File: src/rtl/mem_arbiter.sv
// -----------------------------------------------------------------------------
// mem_arbiter
//
// Shares the single external memory bus between the instruction-cache refill
// port (IC_*) and the data-cache port (DC_*). A three-state FSM picks one
// requester, then issues either a BURST_LEN-beat incrementing read burst or a
// single read/write beat. Read data, beat-valid, done and error indications
// are returned, registered, to the owning port.
//
// Build option:
//   MEM_ARB_ROUND_ROBIN_EN  defined   -> one-bit last-owner pointer; on a
//                                        conflict the port not served last
//                                        wins (data port wins the first one).
//                           undefined -> fixed priority, data port wins.
//
// Ports:
//   clk, reset            clock, asynchronous active-high reset
//   IC_REQ_SI/IC_ADR_SI   instruction refill request and address
//   IC_GNT_SA             one-cycle grant pulse for the instruction port
//   IC_DATA_SA/IC_DVALID_SA/IC_DONE_SA  registered read data, valid, done
//   DC_REQ_SM/DC_ADR_SM/DC_WE_SM/DC_WDATA_SM/DC_BYTSEL_SM/DC_BURST_SM
//                         data-port request, address, write controls, burst
//   DC_GNT_SA/DC_RDATA_SA/DC_DVALID_SA/DC_DONE_SA  data-port responses
//   ERR_SA                qualifies a done pulse: 1 = bus error termination
//   BUS_REQ_SA/BUS_ADR_SA/BUS_WE_SA/BUS_WDATA_SA/BUS_BYTSEL_SA  beat request
//   BUS_ACK_SX/BUS_RDATA_SX/BUS_ERR_SX  beat acknowledge, read data, error
// -----------------------------------------------------------------------------
module mem_arbiter #(
    parameter int BURST_LEN = 4
) (
    input  logic        clk,
    input  logic        reset,

    input  logic        IC_REQ_SI,
    input  logic [31:0] IC_ADR_SI,
    output logic        IC_GNT_SA,
    output logic [31:0] IC_DATA_SA,
    output logic        IC_DVALID_SA,
    output logic        IC_DONE_SA,

    input  logic        DC_REQ_SM,
    input  logic [31:0] DC_ADR_SM,
    input  logic        DC_WE_SM,
    input  logic [31:0] DC_WDATA_SM,
    input  logic [3:0]  DC_BYTSEL_SM,
    input  logic        DC_BURST_SM,
    output logic        DC_GNT_SA,
    output logic [31:0] DC_RDATA_SA,
    output logic        DC_DVALID_SA,
    output logic        DC_DONE_SA,

    output logic        ERR_SA,

    output logic        BUS_REQ_SA,
    output logic [31:0] BUS_ADR_SA,
    output logic        BUS_WE_SA,
    output logic [31:0] BUS_WDATA_SA,
    output logic [3:0]  BUS_BYTSEL_SA,
    input  logic        BUS_ACK_SX,
    input  logic [31:0] BUS_RDATA_SX,
    input  logic        BUS_ERR_SX
);

    localparam int              CW        = $clog2(BURST_LEN);
    // Clears the in-burst word index and the byte offset of a burst base.
    localparam logic [31:0]     BASE_MASK = 32'(BURST_LEN * 4 - 1);
    localparam logic [CW-1:0]   LAST_BEAT = CW'(BURST_LEN - 1);

    typedef enum logic [1:0] {
        IDLE   = 2'd0,
        XFER_I = 2'd1,
        XFER_D = 2'd2
    } state_t;

    state_t         state_q, state_d;
    logic [CW-1:0]  beat_q, beat_d;

    logic           ic_gnt_q, ic_gnt_d;
    logic [31:0]    ic_data_q, ic_data_d;
    logic           ic_dvalid_q, ic_dvalid_d;
    logic           ic_done_q, ic_done_d;

    logic           dc_gnt_q, dc_gnt_d;
    logic [31:0]    dc_rdata_q, dc_rdata_d;
    logic           dc_dvalid_q, dc_dvalid_d;
    logic           dc_done_q, dc_done_d;

    logic           err_q, err_d;

    // ------------------------------------------------------------------
    // Arbitration
    // ------------------------------------------------------------------
    logic           d_wins_tie;
    logic           grant_i;
    logic           grant_d;

`ifdef MEM_ARB_ROUND_ROBIN_EN
    // 1 = data port owned the bus last. Resets to the instruction port so
    // the data port takes the first conflict.
    logic           last_d_q, last_d_d;
    assign d_wins_tie = ~last_d_q;
`else
    assign d_wins_tie = 1'b1;
`endif

    assign grant_d = DC_REQ_SM & (~IC_REQ_SI | d_wins_tie);
    assign grant_i = IC_REQ_SI & ~grant_d;

    // ------------------------------------------------------------------
    // Beat bookkeeping
    // ------------------------------------------------------------------
    logic           dc_multi;
    logic           last_beat;
    logic [31:0]    beat_ofs;

    // Data-port bursts only apply to reads; a write is always one beat.
    assign dc_multi = DC_BURST_SM & ~DC_WE_SM;
    assign beat_ofs = {{(30 - CW){1'b0}}, beat_q, 2'b00};

    always_comb begin
        last_beat = 1'b1;
        case (state_q)
            XFER_I:  last_beat = (beat_q == LAST_BEAT);
            XFER_D:  last_beat = ~dc_multi | (beat_q == LAST_BEAT);
            default: last_beat = 1'b1;
        endcase
    end

    // ------------------------------------------------------------------
    // Bus drive: purely a function of state, counter and owner inputs, so
    // everything drops to zero as soon as the FSM leaves a transfer state
    // (including the instant reset is applied).
    // ------------------------------------------------------------------
    always_comb begin
        BUS_REQ_SA    = 1'b0;
        BUS_ADR_SA    = 32'h0;
        BUS_WE_SA     = 1'b0;
        BUS_WDATA_SA  = 32'h0;
        BUS_BYTSEL_SA = 4'h0;
        case (state_q)
            XFER_I: begin
                BUS_REQ_SA    = 1'b1;
                BUS_ADR_SA    = (IC_ADR_SI & ~BASE_MASK) + beat_ofs;
                BUS_BYTSEL_SA = 4'hF;
            end
            XFER_D: begin
                BUS_REQ_SA    = 1'b1;
                BUS_WE_SA     = DC_WE_SM;
                BUS_ADR_SA    = dc_multi ? ((DC_ADR_SM & ~BASE_MASK) + beat_ofs)
                                         : DC_ADR_SM;
                BUS_WDATA_SA  = DC_WE_SM ? DC_WDATA_SM : 32'h0;
                BUS_BYTSEL_SA = DC_WE_SM ? DC_BYTSEL_SM : 4'hF;
            end
            default: begin
                BUS_REQ_SA    = 1'b0;
            end
        endcase
    end

    // ------------------------------------------------------------------
    // Next-state and registered-output logic
    // ------------------------------------------------------------------
    always_comb begin
        state_d     = state_q;
        beat_d      = beat_q;
        ic_gnt_d    = 1'b0;
        ic_data_d   = ic_data_q;
        ic_dvalid_d = 1'b0;
        ic_done_d   = 1'b0;
        dc_gnt_d    = 1'b0;
        dc_rdata_d  = dc_rdata_q;
        dc_dvalid_d = 1'b0;
        dc_done_d   = 1'b0;
        err_d       = 1'b0;
`ifdef MEM_ARB_ROUND_ROBIN_EN
        last_d_d    = last_d_q;
`endif

        case (state_q)
            IDLE: begin
                // Acks arriving here belong to nobody and are dropped.
                if (grant_d) begin
                    state_d  = XFER_D;
                    dc_gnt_d = 1'b1;
                    beat_d   = '0;
`ifdef MEM_ARB_ROUND_ROBIN_EN
                    last_d_d = 1'b1;
`endif
                end else if (grant_i) begin
                    state_d  = XFER_I;
                    ic_gnt_d = 1'b1;
                    beat_d   = '0;
`ifdef MEM_ARB_ROUND_ROBIN_EN
                    last_d_d = 1'b0;
`endif
                end
            end

            XFER_I: begin
                if (BUS_ACK_SX) begin
                    ic_data_d   = BUS_RDATA_SX;
                    ic_dvalid_d = 1'b1;
                    beat_d      = beat_q + CW'(1);
                    if (last_beat || BUS_ERR_SX) begin
                        state_d   = IDLE;
                        ic_done_d = 1'b1;
                        err_d     = BUS_ERR_SX;
                    end
                end
            end

            XFER_D: begin
                if (BUS_ACK_SX) begin
                    // Write acks carry no data back to the cache.
                    if (!DC_WE_SM) begin
                        dc_rdata_d  = BUS_RDATA_SX;
                        dc_dvalid_d = 1'b1;
                    end
                    beat_d = beat_q + CW'(1);
                    if (last_beat || BUS_ERR_SX) begin
                        state_d   = IDLE;
                        dc_done_d = 1'b1;
                        err_d     = BUS_ERR_SX;
                    end
                end
            end

            default: begin
                state_d = IDLE;
            end
        endcase
    end

    always_ff @(posedge clk or posedge reset) begin
        if (reset) begin
            state_q     <= IDLE;
            beat_q      <= '0;
            ic_gnt_q    <= 1'b0;
            ic_data_q   <= 32'h0;
            ic_dvalid_q <= 1'b0;
            ic_done_q   <= 1'b0;
            dc_gnt_q    <= 1'b0;
            dc_rdata_q  <= 32'h0;
            dc_dvalid_q <= 1'b0;
            dc_done_q   <= 1'b0;
            err_q       <= 1'b0;
`ifdef MEM_ARB_ROUND_ROBIN_EN
            last_d_q    <= 1'b0;
`endif
        end else begin
            state_q     <= state_d;
            beat_q      <= beat_d;
            ic_gnt_q    <= ic_gnt_d;
            ic_data_q   <= ic_data_d;
            ic_dvalid_q <= ic_dvalid_d;
            ic_done_q   <= ic_done_d;
            dc_gnt_q    <= dc_gnt_d;
            dc_rdata_q  <= dc_rdata_d;
            dc_dvalid_q <= dc_dvalid_d;
            dc_done_q   <= dc_done_d;
            err_q       <= err_d;
`ifdef MEM_ARB_ROUND_ROBIN_EN
            last_d_q    <= last_d_d;
`endif
        end
    end

    assign IC_GNT_SA    = ic_gnt_q;
    assign IC_DATA_SA   = ic_data_q;
    assign IC_DVALID_SA = ic_dvalid_q;
    assign IC_DONE_SA   = ic_done_q;
    assign DC_GNT_SA    = dc_gnt_q;
    assign DC_RDATA_SA  = dc_rdata_q;
    assign DC_DVALID_SA = dc_dvalid_q;
    assign DC_DONE_SA   = dc_done_q;
    assign ERR_SA       = err_q;

endmodule
File: config.mk
export PLATFORM = sky130hd
export DESIGN_NAME = mem_arbiter
export DESIGN_NICKNAME = d
export VERILOG_FILES = /design/src/rtl/mem_arbiter.sv
export SDC_FILE = /design/constraint.sdc
export NUM_CORES = 1
export LEC_CHECK = 0
export BUFFER_PORTS_ARGS = -buffer_cell sky130_fd_sc_hd__buf_4
export CAP_MARGIN = 10
export CORE_AREA = 4 4 107 109
export CTS_CLUSTER_DIAMETER = 80
export DETAILED_ROUTE_END_ITERATION = 16
export DIE_AREA = 0 0 111 113
export HOLD_SLACK_MARGIN = 0.15
export PLACE_DENSITY = 0.81
export SKIP_LAST_GASP = 1
export SLEW_MARGIN = 40
export SYNTH_ARGS = -nofsm -noshare
export SYNTH_HDL_FRONTEND = slang
export SYNTH_SLANG_ARGS = --single-unit
File: constraint.sdc
create_clock -name clk -period 4.6 [get_ports clk]
set_clock_uncertainty 0.1 [all_clocks]
set_input_delay 0.69 -clock clk [delete_from_list [all_inputs] [get_ports clk]]
set_output_delay 0.69 -clock clk [all_outputs]
set_load 0.01 [all_outputs]
==> qor.txt <==
Status -> completed
Internal Power -> 2.186 mW
Clock Path Buffers -> 2
Area after DPL -> 0.005708 sq mm
Register share of total power -> 0.337
CTS H-tree lvls -> 3
Fmax -> 299.0 MHz
Pre-antenna DRT Iters -> 4
Syn Nets -> 417
Fin nets -> 687
Flop2flop setup slack -> 2400 ps
Post-Place Cells -> 672
Die height -> 113 um
R2r endpoint -> state_q[0]$_DFFE_PP0P_
Met2 GRT Util -> 0.3451
Hold buffers post-CTS -> 0
Min Tclk post-route -> 3345 ps
Initial antenna violation count -> 2
HPWL Detailed -> 10670 um
Max-cap viol count -> 0
DRT iter0 DRCs -> 231
Vias post-DR -> 3310
Routed len/inst -> 19.02 um
Sw frac -> 0.3543
Crit Path Class -> reg -> out
Design Area, Final -> 0.005893 sq mm
GRT met3 Usage -> 0.06578
FF+latch count, synth -> 75
Antenna Nets Post-Route -> 0
GR Util met1 -> 0.2328
Root Driver -> clkbuf_8
Setup bufs post-CTS -> 0
Total of warnings raised by yosys -> 0
Input/output buffers -> 276
Number of global-route vias before repair -> 3473
Reg clk slew, reported paths -> 80 ps
Core area -> 0.01060 sq mm
GRT Util Overall -> 0.2001
Initial Util -> 0.3318
Final RePlAce weighted congestion -> 1.002
Worst-path maximum fanout -> 37
First-pass GRT wire length -> 19760 um
GR Overflow Total -> 0
Vias per cell -> 4.797
Worst VDD drop -> 368.5 uV
Sum of negative setup slack -> 0 ps
Post-CTS Resized -> 0
DR DRC count -> 0
Die ar. -> 0.01254 sq mm
Sw Pwr -> 1.199 mW
Worst-margin pin slew -> 681.8 ps
Req. time, crit path -> 3810 ps
CP arrival -> 2550 ps
Final number of setup-violating endpoints -> 0
Die W -> 111 um
Pleak -> 3.173 nW
Worst r2r src -> state_q[0]$_DFFE_PP0P_
Slew Limit Fails -> 0
Setup crit end kind -> output pin
Critical Path Start Type -> register
Yosys cell types -> 27
Synthesized instance count -> 273
Worst Reg2Reg Path Length in Cells -> 6
RSZ-0062 raised after global routing -> false
Area delta synth->final -> 67.50%
Syn Area/Cell -> 12.89 sq um
Clock sink count -> 75
Clk_lat worst skew -> 330 ps
PD cells -> 574.4 mW/mm^2
CTS tree -> built
DRT Wirelength -> 13130 um
Ports -> 281
Layout cells sized above 1 -> 0.6825
CTS Buf Count -> 9
Min-delay worst type -> in -> async
Seq/Total Area, Yosys -> 0.5334
Comb pwr share -> 0.527
Worst Slack Setup Final -> 1255 ps
Largest net degree at the start of global routing -> 41
Worst slack, placed -> 1605 ps
Num rows -> 38
Mapped Area -> 0.003518 sq mm
Clock share of power -> 0.135
Final hold vios -> 0
Worst slew margin -> 0.5450
Most used routing layer -> met2
Final period utilization -> 0.7271
Final non-filler cell total -> 690
-- logic make-up (layout without fill, tap and decap cells) --
family,Yosys count,in the layout,share of synthesized area
flip-flops,75,75,0.5334
AND/OR/NAND/NOR,56,56,0.09673
other,0,2,0
adder cells (fa/ha/maj),4,4,0.01423
buffers and inverters,29,304,0.03734
multiplexers,67,67,0.2141
AO/OA/AOI/OAI,42,42,0.1042
-- worst max-delay path by stage --
stage / depth (start not counted) / start / end
2_1_floorplan: 1 / reset / DC_DONE_SA$_DFF_PP0_
3_3_place_gp: 6 / state_q[0]$_DFFE_PP0P_ / BUS_ADR_SA[3]
3_5_place_dp: 8 / state_q[0]$_DFFE_PP0P_ / BUS_ADR_SA[3]
4_1_cts: 8 / state_q[0]$_DFFE_PP0P_ / BUS_ADR_SA[3]
5_1_grt: 8 / state_q[0]$_DFFE_PP0P_ / BUS_ADR_SA[3]
6_report: 8 / state_q[0]$_DFFE_PP0P_ / BUS_ADR_SA[3]
-- per-stage QoR --
step / power, mW / utilization / hold slack [ps]
2_1_floorplan: 1.995 / - / 406.2
3_3_place_gp: 2.895 / 0.5375 / 390.0
3_5_place_dp: 2.958 / 0.5384 / 394.8
4_1_cts: 3.427 / 0.5552 / 413.4
5_1_grt: 3.601 / 0.5558 / 372.4
6_report: 3.385 / 0.5558 / 342.9
-- Yosys cell counts --
master	instances	share of area
and2_1	6	0.011
mux2_2	66	0.21
mux2i_1	1	0.0028
o21ai_0	5	0.0071
a22o_1	32	0.080
nand2_1	8	0.0085
nor2_1	2	0.0021
clkbuf_1	10	0.011
inv_1	8	0.0085
buf_2	10	0.014
or3b_4	1	0.0032
and2b_2	1	0.0025
a221oi_4	1	0.0075
nor2b_1	1	0.0018
o2bb2ai_1	1	0.0025
nand3_1	1	0.0014
dfrtp_1	75	0.53
ha_1	4	0.014
a21boi_0	1	0.0021
and3_2	3	0.0064
and3_1	30	0.053
a31o_2	1	0.0025
or3b_2	1	0.0025
a211o_2	1	0.0028
or2b_1	1	0.0021
clkbuf_8	1	0.0039
and2_2	1	0.0021
-- per-layer routing --
metal,part of all wire,vias to the layer above
met5,0,-
met4,0.027,0
met3,0.085,22
met2,0.52,162
met1,0.37,1591
li1,-,1535
-- cell usage in the layout (no fill, tap or decap), types with 2 or more instances in the layout --
cell type	netlist	routed
diode_2	0	2
and2_2	1	2
o21ai_0	5	5
clkinv_2	0	3
and3_2	3	3
buf_4	0	280
nand2_1	8	8
mux2_2	66	66
clkbuf_8	1	10
a22o_1	32	32
and3_1	30	30
ha_1	4	4
nor2_1	2	2
and2_1	6	5
dfrtp_1	75	75
inv_1	8	7
-- area by class of cell --
class	instances	area (sq um)
antenna	2	5.005
clock buffer	11	141.4
clock inverter	5	37.54
fill	911	4710
inverter	8	31.28
multi-input combinational	169	1524
sequential	75	1877
tap	140	175.2
timing repair buffer	280	2102
-- flip-flops by register name (all words and copies together), names as in the netlist, 2 cells and up --
register	count
DC_RDATA_SA	32
IC_DATA_SA	32
beat_q	2
state_q	2
-- worst max-delay path, stage by stage (launching register included) --
cell and delay, ps:
dfrtp_1 410, inv_1 100, ha_1 150, buf_4 290
and2_1 180, buf_4 310, a21boi_0 420, a22o_1 230
buf_4 130
-- power groups by stage --
| stage | logic (mW) | registers, mW | clock network, mW |
|---|---|---|---|
| after detailed placement | 1.81 | 1.15 | 0 |
| after global routing | 1.92 | 1.18 | 0.505 |
| after CTS | 1.81 | 1.14 | 0.475 |
| after global placement | 1.77 | 1.13 | 0 |
| after floorplan | 0.727 | 1.27 | 0 |
| final | 1.78 | 1.14 | 0.458 |
Power figures use the tool's default switching activity.
